--- config.mk ---
export PLATFORM = sky130hd
export DESIGN_NAME = load_mem_ctrl
export DESIGN_NICKNAME = d
export VERILOG_FILES = /design/src/rtl/load_mem_ctrl.sv
export SDC_FILE = /design/constraint.sdc
export NUM_CORES = 1
export LEC_CHECK = 0
export ABC_AREA = 1
export BUFFER_PORTS_ARGS = -buffer_cell sky130_fd_sc_hd__buf_2
export CAP_MARGIN = 20
export CORE_MARGIN = 2
export CORE_UTILIZATION = 46
export CTS_CLUSTER_DIAMETER = 30
export DETAILED_ROUTE_END_ITERATION = 16
export PLACE_DENSITY = 0.88
export SYNTH_ARGS = -nofsm -noshare
export SYNTH_HDL_FRONTEND = slang
export SYNTH_SLANG_ARGS = --single-unit
export TNS_END_PERCENT = 100
--- constraint.sdc ---
create_clock -name i_clk -period 2.79 [get_ports i_clk]
set_input_delay 0.837 -clock i_clk [delete_from_list [all_inputs] [get_ports i_clk]]
set_output_delay 0.837 -clock i_clk [all_outputs]
set_load 0.02 [all_outputs]
--- src/rtl/load_mem_ctrl.sv ---
// MEM-stage load controller: pre-checks alignment, issues a doubleword-aligned
// read over a valid/ready channel and registers the raw response for the formatter.
//
// state   | meaning
// --------+---------------------------------------------------------------
// S_IDLE  | waiting for i_start; alignment and func3 legality decided here
// S_REQ   | o_mem_req high, waiting for i_mem_ready
// S_WAIT  | request accepted, waiting for i_mem_rvalid or timeout
// S_DRAIN | flushed after handshake, swallowing the single outstanding response
// S_DONE  | o_done pulse with o_misaligned / o_access_fault valid
module load_mem_ctrl #(
  parameter int ADDR_WIDTH     = 64,
  parameter int DATA_WIDTH     = 64,
  parameter int TIMEOUT_CYCLES = 255
) (
  input  logic                  i_clk,
  input  logic                  i_arstn,
  input  logic                  i_start,
  input  logic [ADDR_WIDTH-1:0] i_addr,
  input  logic [2:0]            i_func_3,
  input  logic                  i_flush,
  output logic                  o_mem_req,
  output logic [ADDR_WIDTH-1:0] o_mem_addr,
  input  logic                  i_mem_ready,
  input  logic                  i_mem_rvalid,
  input  logic [DATA_WIDTH-1:0] i_mem_rdata,
  output logic [DATA_WIDTH-1:0] o_data,
  output logic [2:0]            o_addr_offset,
  output logic [2:0]            o_func_3,
  output logic                  o_done,
  output logic                  o_misaligned,
  output logic                  o_access_fault,
  output logic                  o_busy
);

  localparam int CNT_W = (TIMEOUT_CYCLES > 1) ? $clog2(TIMEOUT_CYCLES) : 1;
  localparam logic [CNT_W-1:0] CNT_LAST = CNT_W'(TIMEOUT_CYCLES - 1);

  typedef enum logic [2:0] {
    S_IDLE,
    S_REQ,
    S_WAIT,
    S_DRAIN,
    S_DONE
  } state_t;

  state_t           state;
  logic [CNT_W-1:0] wait_cnt;
  logic             start_illegal;
  logic             start_misaligned;

  // func3[1:0] encodes the access size for both signed and unsigned loads
  always_comb begin
    start_illegal    = (i_func_3 == 3'b111);
    start_misaligned = 1'b0;
    case (i_func_3[1:0])
      2'b01:   start_misaligned = i_addr[0];
      2'b10:   start_misaligned = |i_addr[1:0];
      2'b11:   start_misaligned = |i_addr[2:0];
      default: start_misaligned = 1'b0;
    endcase
  end

  always_ff @(posedge i_clk or negedge i_arstn) begin
    if (!i_arstn) begin
      state          <= S_IDLE;
      wait_cnt       <= '0;
      o_mem_req      <= 1'b0;
      o_mem_addr     <= '0;
      o_data         <= '0;
      o_addr_offset  <= 3'b000;
      o_func_3       <= 3'b000;
      o_done         <= 1'b0;
      o_misaligned   <= 1'b0;
      o_access_fault <= 1'b0;
      o_busy         <= 1'b0;
    end else begin
      case (state)
        S_IDLE: begin
          if (i_start) begin
            o_addr_offset <= i_addr[2:0];
            o_func_3      <= i_func_3;
            o_mem_addr    <= {i_addr[ADDR_WIDTH-1:3], 3'b000};
            if (start_illegal) begin
              state          <= S_DONE;
              o_done         <= 1'b1;
              o_access_fault <= 1'b1;
            end else if (start_misaligned) begin
              state        <= S_DONE;
              o_done       <= 1'b1;
              o_misaligned <= 1'b1;
            end else begin
              state     <= S_REQ;
              o_mem_req <= 1'b1;
              o_busy    <= 1'b1;
            end
          end
        end

        S_REQ: begin
          if (i_mem_ready) begin
            o_mem_req <= 1'b0;
            wait_cnt  <= '0;
            state     <= i_flush ? S_DRAIN : S_WAIT;
          end else if (i_flush) begin
            // memory side tolerates a withdrawn request
            o_mem_req <= 1'b0;
            o_busy    <= 1'b0;
            state     <= S_IDLE;
          end
        end

        S_WAIT: begin
          if (i_mem_rvalid) begin
            o_busy <= 1'b0;
            if (i_flush) begin
              state <= S_IDLE;
            end else begin
              o_data <= i_mem_rdata;
              o_done <= 1'b1;
              state  <= S_DONE;
            end
          end else if (i_flush) begin
            state <= S_DRAIN;
          end else if (wait_cnt == CNT_LAST) begin
            o_busy         <= 1'b0;
            o_done         <= 1'b1;
            o_access_fault <= 1'b1;
            state          <= S_DONE;
          end else begin
            wait_cnt <= wait_cnt + 1'b1;
          end
        end

        S_DRAIN: begin
          if (i_mem_rvalid) begin
            o_busy <= 1'b0;
            state  <= S_IDLE;
          end
        end

        S_DONE: begin
          o_done         <= 1'b0;
          o_misaligned   <= 1'b0;
          o_access_fault <= 1'b0;
          state          <= S_IDLE;
        end

        default: begin
          o_mem_req      <= 1'b0;
          o_done         <= 1'b0;
          o_misaligned   <= 1'b0;
          o_access_fault <= 1'b0;
          o_busy         <= 1'b0;
          state          <= S_IDLE;
        end
      endcase
    end
  end

endmodule

==> run metrics <==
status=complete, no violations; unrepaired setup endpoints after global routing=false; Skew-Pair Late Insertion Delay=0.41 ns; vias in the first global route=4863; DRC Markers=0; CTS tree=built; period utilisation layout=70.2%; maximum vdd drop=slightly above 0.6 mV; Final Hold Vio Count=0; share of layout cells above drive strength 1=44.6%; core region area=0.0131 mm^2; Detailed Routing Iterations Pass 1=4; Multi-input gate area=between 0.0015 and 0.002 mm^2; via count=just under 5000; clk sinks=~150; clk_skew=0.0122 ns; Starting Density=46.8%; crit-path max FO=103; number of synthesized register bits=147; critical path class=flip-flop to flip-flop; Clock H-tree levels=4; Critical Path RT=3.06 ns; Die Wd=120 um; post_cts resized=0; CP Launch Type=flip-flop; I/O Pins=between 200 and 300; largest net degree at the start of global routing=104; Yosys Warn Count=0; die area=0.0143 mm^2; maxcap violations=0; fillcell total=1054; cell row count=42; RD Place Congestion=0.922; Critical Path AT=2.23 ns; Synth Area per Inst=10.8 um^2; first-pass GRT wire length=23300 um; total power divided by cell area=1210 mW/mm^2; clk buf depth=2; Nets=984; drt via density=4.66; Avg WL per Cell=14.2 um; IO buf count=272; post-synthesis mux area share=13.4%; adder-cell area share of the yosys netlist=0.407%; Area Overhead vs Synth=34.7%; clk root buf=clkbuf_16; Mapped Cells=approximately 570; total negative slack=0 ns; clock slew seen by the registers of the worst setup and hold paths=about 0.060 ns; Cell variety after synth=28; Reg area=about 0.0037 mm^2; leakage=0.00464 uW; sequential element share of the synthesized area=about three fifths; hpwl dp=10800 um; total CTS buffers=17; Tmin final=1.96 ns; post-CTS setup buffers=0; CTS Hold Bufs=0; final setup fails=0; GRT Total Usage=a little over a fifth; GRT overflow=0; commonest non-fill, non-tap cell in the layout=buf_2; complex-gate fraction of the synthesized area=between 6 and 7%; Final ANT Viol Nets=0; Post-Synth XOR/XNOR Area=less than 1%; Post-Synth Simple-Gate Area=about 11%; WL final=14700 um; Cell Area, Synth=0.00614 mm^2; maximum clock rate=510 MHz; Inserted Diodes=0; Tot Pwr=10000 uW; largest family of logic cells by synthesized area=multiplexers; HP Class=input pin to async pin; initial antenna violation count=1; die height=around 120 um; Final Max Slew Viols=0; initial DRC count=280; most frequent cells in the layout=buf_2 (271), dfrtp_1 (147), nand2_1 (126); Setup crit end kind=flip-flop; r2r setup slk=~0.83 ns
==> where the power goes <==
group | switching (uW) | total (uW) | internal [uW]
registers | 508 | 3580 | 3070
logic | 2450 | 4070 | 1630
clock network | 870 | 2380 | 1510
==> synth_stat cells <==
master    instances  share of area [%]
dfrtp_1         147                 60
nand2_1         126                7.7
inv_1            81                5.0
o21ai_1          64                5.2
mux2_2           48                8.8
mux2_4           18                4.4
nor2_1           18                1.1
nand3_1          14                1.1
buf_2            11               0.90
buf_6            10                1.8
o21ai_0           5               0.41
buf_4             4               0.49
xor2_1            4               0.57
nand4_1           3               0.31
a21oi_1           2               0.16
ha_1              2               0.41
inv_2             2               0.12
nand2_2           2               0.20
conb_1            1              0.061
mux2i_1           1               0.16
nand3_2           1               0.16
nor2_2            1               0.10
nor2_4            1               0.18
nor3_1            1              0.081
nor3_4            1               0.26
o21bai_1          1               0.12
o31ai_1           1               0.12
xnor2_1           1               0.14
==> through the flow <==
stage                     setup WS (ns)  cells  hold slack (ns)  util (%)  cell area [um^2]
after detailed placement          0.686   1002            0.456      58.2              7640
final                             0.830   1034            0.333      63.0              8270
after CTS                         0.850   1034            0.339      63.0              8270
after floorplan                    1.15    573            0.471         -              6150
after global placement            0.724   1002            0.453      58.2              7640
after global routing              0.654   1034            0.340      63.0              8270
==> cell families after synthesis <==
logic type	Yosys count
simple gates	168
buf+inv	108
compound gates	73
fa+ha+maj	2
mux	67
other cells	1
xor+xnor	5
flops	147
==> layout make-up <==
cell class,count,area share [%]
clock buffer,22,5.85
tap,176,2.66
timing repair buffer,278,17.7
multi-input combinational,318,23.8
sequential,147,44.5
inverter,83,3.77
clock inverter,10,1.77
==> worst paths after layout <==
| check | from | end | cells after the start |
|---|---|---|---|
| worst min-delay path | i_arstn | o_mem_addr[40] | 1 |
| worst min register to register | o_mem_req | o_mem_req | 2 |
| max in group asynchronous | i_arstn | o_busy | 2 |
| worst max register to register | state[2] | o_data[8] | 5 |
| min in group i_clk | o_mem_req | o_mem_req | 2 |
| worst max-delay path | state[2] | o_data[8] | 5 |
==> worst max-delay path: stages, from the launching register on <==
cell	delay, ns
dfrtp_1	0.46
nor3_4	0.44
nand3_4	0.35
buf_12	0.33
nand2_1	0.10
o21ai_1	0.08
==> routing by layer <==
metal | vias to the layer above | track usage, % | share of wire [%]
met5 | - | 0 | 0
met4 | 0 | 8.97 | 2.6
met3 | 29 | 6.56 | 7.4
met2 | 198 | 36.3 | 51
met1 | 2238 | 23.8 | 39
li1 | 2351 | - | -
==> sequential cells by signal, summed over array words and instances, names as in the netlist <==
register / count
o_mem_req: 1
o_done: 1
wait_cnt: 8
o_access_fault: 1
o_data: 64
o_addr_offset: 3
state: 3
o_mem_addr: 61
o_func_3: 3
o_busy: 1
o_misaligned: 1
Note: power is estimated with default switching activity, not from simulation.
